### config.mk
export PLATFORM = sky130hd
export DESIGN_NAME = button_array_unit
export DESIGN_NICKNAME = d
export VERILOG_FILES = /design/src/rtl/button_array_unit.sv
export SDC_FILE = /design/constraint.sdc
export NUM_CORES = 1
export LEC_CHECK = 0
export ABC_AREA = 1
export CORE_ASPECT_RATIO = 1.5
export CORE_MARGIN = 1.5
export CORE_UTILIZATION = 57
export CTS_BUF_LIST = sky130_fd_sc_hd__clkbuf_8
export CTS_CLUSTER_SIZE = 30
export DETAILED_ROUTE_END_ITERATION = 6
export PLACE_DENSITY_LB_ADDON = 0.3
export SKIP_CTS_REPAIR_TIMING = 1
export SYNTH_ARGS = -nofsm -noshare
export SYNTH_HDL_FRONTEND = slang
export SYNTH_SLANG_ARGS = --single-unit
### constraint.sdc
create_clock -name clk -period 3.6 [get_ports clk]
set_clock_uncertainty 0.1 [all_clocks]
set_input_delay 0.72 -clock clk [delete_from_list [all_inputs] [get_ports clk]]
set_output_delay 0.72 -clock clk [all_outputs]
set_load 0.02 [all_outputs]
### src/rtl/button_array_unit.sv
`default_nettype none
// button_array_unit: N-channel button front end with synchronizer, tick-sampled
// debounce and press / long-press / auto-repeat / release pulse generation.
module button_array_unit #(
  parameter int N            = 4,
  parameter int sim          = 0,
  parameter int DEB_SAMPLES  = 4,
  parameter int LONG_TICKS   = 100,
  parameter int REPEAT_TICKS = 20
) (
  input  logic         clk,
  input  logic         reset,
  input  logic [N-1:0] ButtonIn,
  input  logic [N-1:0] repeat_en,
  output logic [N-1:0] ButtonOut,
  output logic [N-1:0] release_out,
  output logic [N-1:0] long_out,
  output logic [N-1:0] level_out
);

  localparam int TICK_DIV = (sim != 0) ? 4 : 500000;
  localparam int TICK_W   = $clog2(TICK_DIV);
  localparam int DEB_W    = $clog2(16);
  localparam int HOLD_W   = $clog2(1024);

  localparam logic [TICK_W-1:0] TICK_LAST = TICK_W'(TICK_DIV - 1);
  localparam logic [DEB_W-1:0]  DEB_LAST  = DEB_W'(DEB_SAMPLES - 1);
  localparam logic [HOLD_W-1:0] LONG_LAST = HOLD_W'(LONG_TICKS - 1);
  localparam logic [HOLD_W-1:0] REP_LAST  = HOLD_W'(REPEAT_TICKS - 1);

  typedef enum logic [1:0] {
    IDLE    = 2'd0,
    PRESSED = 2'd1,
    HELD    = 2'd2
  } state_t;

  logic [TICK_W-1:0] tick_cnt;
  logic              tick;

  assign tick = (tick_cnt == TICK_LAST);

  always_ff @(posedge clk or negedge reset) begin
    if (!reset) begin
      tick_cnt <= '0;
    end else if (tick) begin
      tick_cnt <= '0;
    end else begin
      tick_cnt <= tick_cnt + TICK_W'(1);
    end
  end

  for (genvar i = 0; i < N; i++) begin : g_ch
    logic [1:0]        sync_ff;
    logic              level;
    logic              level_nxt;
    logic              rise;
    logic              fall;
    logic [DEB_W-1:0]  deb_cnt;
    logic [DEB_W-1:0]  deb_nxt;
    logic [HOLD_W-1:0] hold_cnt;
    state_t            state;
    logic              press_q;
    logic              release_q;
    logic              long_q;

    always_ff @(posedge clk or negedge reset) begin
      if (!reset) begin
        sync_ff <= '0;
      end else begin
        sync_ff <= {sync_ff[0], ButtonIn[i]};
      end
    end

    always_comb begin
      level_nxt = level;
      deb_nxt   = deb_cnt;
      if (tick) begin
        if (sync_ff[1] != level) begin
          if (deb_cnt == DEB_LAST) begin
            level_nxt = ~level;
            deb_nxt   = '0;
          end else begin
            deb_nxt = deb_cnt + DEB_W'(1);
          end
        end else begin
          deb_nxt = '0;
        end
      end
    end

    // The FSM reacts on the same edge the debounced level flips.
    assign rise = level_nxt & ~level;
    assign fall = level & ~level_nxt;

    always_ff @(posedge clk or negedge reset) begin
      if (!reset) begin
        level   <= 1'b0;
        deb_cnt <= '0;
      end else begin
        level   <= level_nxt;
        deb_cnt <= deb_nxt;
      end
    end

    always_ff @(posedge clk or negedge reset) begin
      if (!reset) begin
        state     <= IDLE;
        hold_cnt  <= '0;
        press_q   <= 1'b0;
        release_q <= 1'b0;
        long_q    <= 1'b0;
      end else begin
        press_q   <= 1'b0;
        release_q <= 1'b0;
        long_q    <= 1'b0;
        // A falling level pre-empts any threshold reached on the same tick.
        if (fall) begin
          state     <= IDLE;
          hold_cnt  <= '0;
          release_q <= 1'b1;
        end else begin
          case (state)
            IDLE: begin
              if (rise) begin
                state    <= PRESSED;
                hold_cnt <= '0;
                press_q  <= 1'b1;
              end
            end
            PRESSED: begin
              if (tick) begin
                if (hold_cnt == LONG_LAST) begin
                  state    <= HELD;
                  hold_cnt <= '0;
                  long_q   <= 1'b1;
                end else begin
                  hold_cnt <= hold_cnt + HOLD_W'(1);
                end
              end
            end
            HELD: begin
              if (!repeat_en[i]) begin
                hold_cnt <= '0;
              end else if (tick) begin
                if (hold_cnt == REP_LAST) begin
                  hold_cnt <= '0;
                  press_q  <= 1'b1;
                end else begin
                  hold_cnt <= hold_cnt + HOLD_W'(1);
                end
              end
            end
            default: begin
              state    <= IDLE;
              hold_cnt <= '0;
            end
          endcase
        end
      end
    end

    assign ButtonOut[i]   = press_q;
    assign release_out[i] = release_q;
    assign long_out[i]    = long_q;
    assign level_out[i]   = level;
  end

endmodule
`default_nettype wire

Word level (Yosys, flattened, before mapping)
Index checks and enable logic that the tools add are counted.
{"block": "totals", "register_bits": 107, "inputBits": 10, "output_inout_bits": 16, "elab_cells": 232}
{"block": "op_classes", "n_addsub": 9, "n_eq_ne": 45, "n_mux": 117, "bitwise_logic": 16, "n_reduce_logical": 12}
{"op": "$mux W10", "count": 28}
{"op": "$pmux W10 S3", "count": 4}
{"op": "$mux W1", "count": 52}
{"op": "$add A10 B1 Y10 const B", "count": 4}
{"op": "$eq A10 B5 Y1 const B", "count": 4}
{"op": "$eq A10 B7 Y1 const B", "count": 4}
{"op": "$ne A3 B3 Y1 const B", "count": 12}
{"op": "$mux W2", "count": 16}
{"op": "$mux W4", "count": 8}
{"op": "$pmux W2 S3", "count": 4}
{"op": "$add A19 B1 Y19 const B", "count": 1}
{"op": "$eq A19 B19 Y1 const B", "count": 1}
{"op": "$mux W19", "count": 1}
{"op": "$add A4 B1 Y4 const B", "count": 4}
{"op": "$eq A4 B2 Y1 const B", "count": 4}
{"op": "$ne A4 B4 Y1 const B", "count": 4}
{"op": "$reduce_and A4 Y1", "count": 4}
{"op": "$reduce_and A3 Y1", "count": 4}
{"op": "$and A1 B1 Y1", "count": 8}
{"op": "$eq A2 B1 Y1 const B", "count": 4}
{"op": "$eq A2 B2 Y1 const B", "count": 4}
{"op": "$logic_not A2 Y1", "count": 4}
{"op": "$ne A2 B2 Y1 const B", "count": 4}
{"op": "$not A1 Y1", "count": 8}
{"op": "other kinds (2)", "count": 8}

Longest topological paths before layout
{"block": "logic_depth", "depth_word": 8, "ltp_mapped": 22, "depth_no_buf": 21}

Worst setup path after synthesis
Ideal clock, no wire load.
{"block": "synth_path", "kind": "register to register", "start": "register tick_cnt[0]", "end": "register g_ch[3].hold_cnt[3]", "setup_ns": 0.074, "arrival_ns": 2.454, "t_required_ns": 3.426, "setup_slack_ns": 0.972, "stages_incl_launch_ff": 19, "path_buffers": 2, "synth_period_minus_slack_ns": 2.628, "cell_sequence": "dfrtp_1 ha_1 nand2_1 nor2_4 nand3_4 buf_6 inv_2 nand2_1 a21oi_1 inv_1 ha_1 inv_1 nand2_1 inv_1 nand2_1 nand3_2 buf_4 nand2_1 o21ai_2"}
{"block": "synth_between", "elab_chain_cells": 6, "word_cells_on_any_way": 10, "cone_classes": "eq/ne (4); mux (2); bitwise (3); reduce/logical (1)"}
{"element": "from (decl)", "line_no": "37", "text": "logic [TICK_W-1:0] tick_cnt;"}
{"element": "from (signal assigned)", "line_no": "48", "text": "tick_cnt <= tick_cnt + TICK_W'(1);"}
{"element": "$eq A19 B19 Y1 *", "line_no": "40", "text": "assign tick = (tick_cnt == TICK_LAST);"}
{"element": "$mux W1 *", "line_no": "77", "text": "if (tick) begin"}
{"element": "net g_ch[3].level_nxt", "line_no": "55", "text": "logic level_nxt;"}
{"element": "$not A1 Y1 *", "line_no": "93", "text": "assign fall = level & ~level_nxt;"}
{"element": "$and A1 B1 Y1 *", "line_no": "93"}
{"element": "net g_ch[3].fall", "line_no": "57", "text": "logic fall;"}
{"element": "$ne A4 B4 Y1 (no line) / $ne A3 B3 Y1 (equally long branches)"}
{"element": "$reduce_and A3 Y1 (no line)"}
{"element": "to (signal assigned)", "line_no": "137", "text": "hold_cnt <= hold_cnt + HOLD_W'(1);"}
{"element": "to (signal assigned)", "line_no": "149", "text": "hold_cnt <= hold_cnt + HOLD_W'(1);"}
{"element": "to (decl)", "line_no": "60", "text": "logic [HOLD_W-1:0] hold_cnt;"}
Mark *: on every way through the listed nets, which the timed path passes. The rest lies on a longest branch.
A chain may end at the register's enable or synchronous reset.

Final worst setup path
{"block": "layout_path", "start": "register tick_cnt[10]", "end": "register g_ch[1].hold_cnt[8]"}
{"block": "layout_between", "elab_chain_cells": 6, "word_cells_on_any_way": 10, "cone_classes": "eq/ne (4); mux (2); bitwise (3); reduce/logical (1)"}
{"element": "$eq A19 B19 Y1 *", "line_no": "40"}
{"element": "$mux W1 *", "line_no": "77"}
{"element": "net g_ch[1].level_nxt", "line_no": "55"}
{"element": "$not A1 Y1 *", "line_no": "93"}
{"element": "$and A1 B1 Y1 *", "line_no": "93"}
{"element": "net g_ch[1].fall", "line_no": "57"}
{"element": "$ne A4 B4 Y1 (no line) / $ne A3 B3 Y1 (equally long branches)"}
{"element": "$reduce_and A3 Y1 (no line)"}
{"element": "to (signal assigned)", "line_no": "137"}
{"element": "to (signal assigned)", "line_no": "149"}
{"element": "to (decl)", "line_no": "60"}
Marks and branches as above.

==> impl_metrics.tcl <==
set metrics [dict create \
    status "finished, final reports clean" \
    crit_type "flip-flop to flip-flop" \
    antenna_cells 0 \
    cts_root_buffer "clkbuf_8" \
    grt_pass1_wl_um 21700 \
    viasPerCell 5.12 \
    synth_edf_count 0 \
    cts_buffers 9 \
    crit_slowest_cell "dfrtp_1" \
    antenna_found_initial 0 \
    placement_rows 47 \
    avgRoutedWirePerCell_um 12.1 \
    crit_path_end_kind "flip-flop" \
    max_slew.worst_pin.slew_ns 0.752 \
    initialDrtViolationCount 241 \
    vdd_drop_max_uv 186 \
    fillers 1028 \
    yosysSeqAreaShare 0.415 \
    slew-limit-headroom 0.499 \
    powerDensity_mw_per_mm2 288 \
    grt_use_total 0.222 \
    crit_top_cell "nand2_1" \
    syn2layout_area_growth_pct 7.52 \
    rsz0062_at_grt "false" \
    finalSetupViolCount 0 \
    tns_ns 0 \
    yosysWarnings 0 \
    min_period_ns 3.14 \
    ys.flop_type "dfrtp_1" \
    synth_seq_cells 107 \
    cellLeakagePower_nw 3.47 \
    wirelength_um 12500 \
    max_cap_viol_count 0 \
    crit_arrival_ns 3.30 \
    num_io_pins 26 \
    cts.sinks 107 \
    cts_max_level 3 \
    ys_async_sr_fraction 1.00 \
    finalWeightedCongestion 0.897 \
    post-route-drc-count 0 \
    start_util 0.584 \
    synthesis.nets 908 \
    num_vias 5275 \
    dp_hpwl_um 9360 \
    syn_inst 865 \
    synth_area_mm2 0.00646 \
    path_buf_inv 5 \
    cpLargestDelayFamily "simple AND/OR/NAND/NOR gates" \
    clkSlewWorstSetupHoldPaths_ns 0.09 \
    drt-pass1-iter-count 4 \
    finalMaxSlewViolations 0 \
    core_area_mm2 0.0111 \
    hold_ws_ns 0.254 \
    gr-total-overflow 0 \
    grt_max_degree 59 \
    ys_types 34 \
    chipHeight_um 133 \
    fin_util 0.628 \
    cp_max_fo 19 \
    hp-class "flip-flop to flip-flop" \
    clock.fmax_ghz 0.319 \
    final_common_cell "nand2_1" \
    nets 921 \
    io_buffers 25 \
    grt_pass1_vias 5052 \
    dieArea_mm2 0.0120 \
    finalHoldViolCount 0 \
    clockBufferDepth 2 \
    slowest_delay_ns 0.44 \
    fin_crit_sh 0.871 \
    worstPathCellList "nor2_1 -> nand2_2 -> nor2_4 -> nand3_4 -> inv_2 -> nand2_1 -> a21oi_1 -> inv_1 -> ha_1 -> inv_1 -> nand2_1 -> inv_1 -> nand2_1 -> inv_1 -> nand2_1 -> nand3_2 -> nor2_2 -> nand2_1 -> nand2_1" \
    cts_tree "yes" \
    fp.dieW_um 89.9 \
    final_cell_mix "nand2_1, inv_1, dfrtp_1" \
    clock_latency_ns 0.37 \
    avgSynthCellArea_um2 7.47 \
    startpoint_type "flip-flop" \
    detail-route-antenna-nets 0 \
    worstPathRequired_ns 3.77 \
    drive_gt1_frac 0.0498 \
]
worst register-to-register path, cell delays in order, from the launching register on:
cell and delay [ns]:
dfrtp_1 0.44, nor2_1 0.20, nand2_2 0.11, nor2_4 0.13, nand3_4 0.07, inv_2 0.28, nand2_1 0.14, a21oi_1 0.25
inv_1 0.07, ha_1 0.24, inv_1 0.17, nand2_1 0.07, inv_1 0.07, nand2_1 0.05, inv_1 0.05, nand2_1 0.08
nand3_2 0.28, nor2_2 0.11, nand2_1 0.08, nand2_1 0.05
flip-flops by register name, indices dropped and copies added, names as in the netlist:
name            count
g_ch.release_q      4
g_ch.press_q        4
tick_cnt           19
g_ch.deb_cnt       16
g_ch.long_q         4
g_ch.level          4
g_ch.hold_cnt      40
g_ch.state          8
g_ch.sync_ff        8
final timing paths:
kind | start | to | slack [ns] | cells after the start
min reg2reg | g_ch[1].sync_ff[0]$_DFF_PN0_ | g_ch[1].sync_ff[1]$_DFF_PN0_ | 0.25 | 0
min in group asynchronous | reset | tick_cnt[3]$_DFF_PN0_ | 0.32 | 1
max reg2reg | tick_cnt[10]$_DFF_PN0_ | g_ch[1].hold_cnt[8]$_DFFE_PN0P_ | 0.46 | 19
max in group asynchronous | reset | g_ch[1].hold_cnt[6]$_DFFE_PN0P_ | 2.36 | 2
min | g_ch[1].sync_ff[0]$_DFF_PN0_ | g_ch[1].sync_ff[1]$_DFF_PN0_ | 0.25 | 0
max | tick_cnt[10]$_DFF_PN0_ | g_ch[1].hold_cnt[8]$_DFFE_PN0P_ | 0.46 | 19
where the power goes:
group / leakage (nW) / total [W] / internal [W] / switching, W
combinational: 1.94 / 0.0000420 / 0.0000127 / 0.0000294
clock: 0.116 / 0.000752 / 0.000372 / 0.000380
sequential: 1.41 / 0.00121 / 0.00121 / 0.00000206
total: 3.47 / 0.00200 / 0.00159 / 0.000411
through the flow:
stage	instances	power, W	setup slack [ns]	cell area (um^2)
4_1_cts	1030	0.00203	0.473	6940
5_1_grt	1030	0.00208	0.120	6940
6_report	1030	0.00200	0.463	6940
3_5_place_dp	1014	0.00128	0.482	6740
2_1_floorplan	865	0.00124	0.972	6460
3_3_place_gp	1014	0.00128	0.558	6740
cells in the mapped netlist, types with 3 or more instances:
library cell	n	area, um^2
inv_1	117	439
xor2_1	21	184
o21ai_1	3	15.0
nor2_2	6	37.5
buf_4	19	143
nor4_1	4	25.0
buf_2	3	15.0
nand4_1	21	131
xnor2_1	9	78.8
o21ai_0	27	135
nor2_1	103	387
nand3_2	3	30.0
a21oi_1	30	150
nand3b_1	3	22.5
nor2_4	3	33.8
ha_1	33	413
o31ai_1	4	30.0
nand3_1	55	275
nor3_1	11	55.1
nand2_1	257	965
dfrtp_1	107	2680
o21ai_2	7	61.3
layout make-up:
type,instances,area [um^2],share of cell area
multi-input cells,613,3150,0.453
clock inverters,4,41.3,0.00595
well taps,147,184,0.0265
clock buffers,12,165,0.0238
inverters,119,447,0.0643
flip-flops and latches,107,2680,0.386
repair buffers,28,283,0.0407
kinds of logic after synthesis:
| logic type | Yosys count | share of synthesized area |
|---|---|---|
| AOI/OAI and AO/OA | 79 | 0.0696 |
| xor gates and xnor gates | 30 | 0.0407 |
| buffers and inverters | 145 | 0.0982 |
| DFF | 107 | 0.415 |
| and+or+nand+nor | 471 | 0.313 |
| adders and majority gates | 33 | 0.0639 |
layer usage:
metal | track usage | routed length [um] | up-vias
met5 | 0 | 0 | -
met4 | 0.0970 | 270 | 0
met3 | 0.0365 | 284 | 23
met2 | 0.412 | 6690 | 72
met1 | 0.247 | 5200 | 2442
li1 | - | - | 2738
Note: power is estimated with default switching activity, not from simulation.
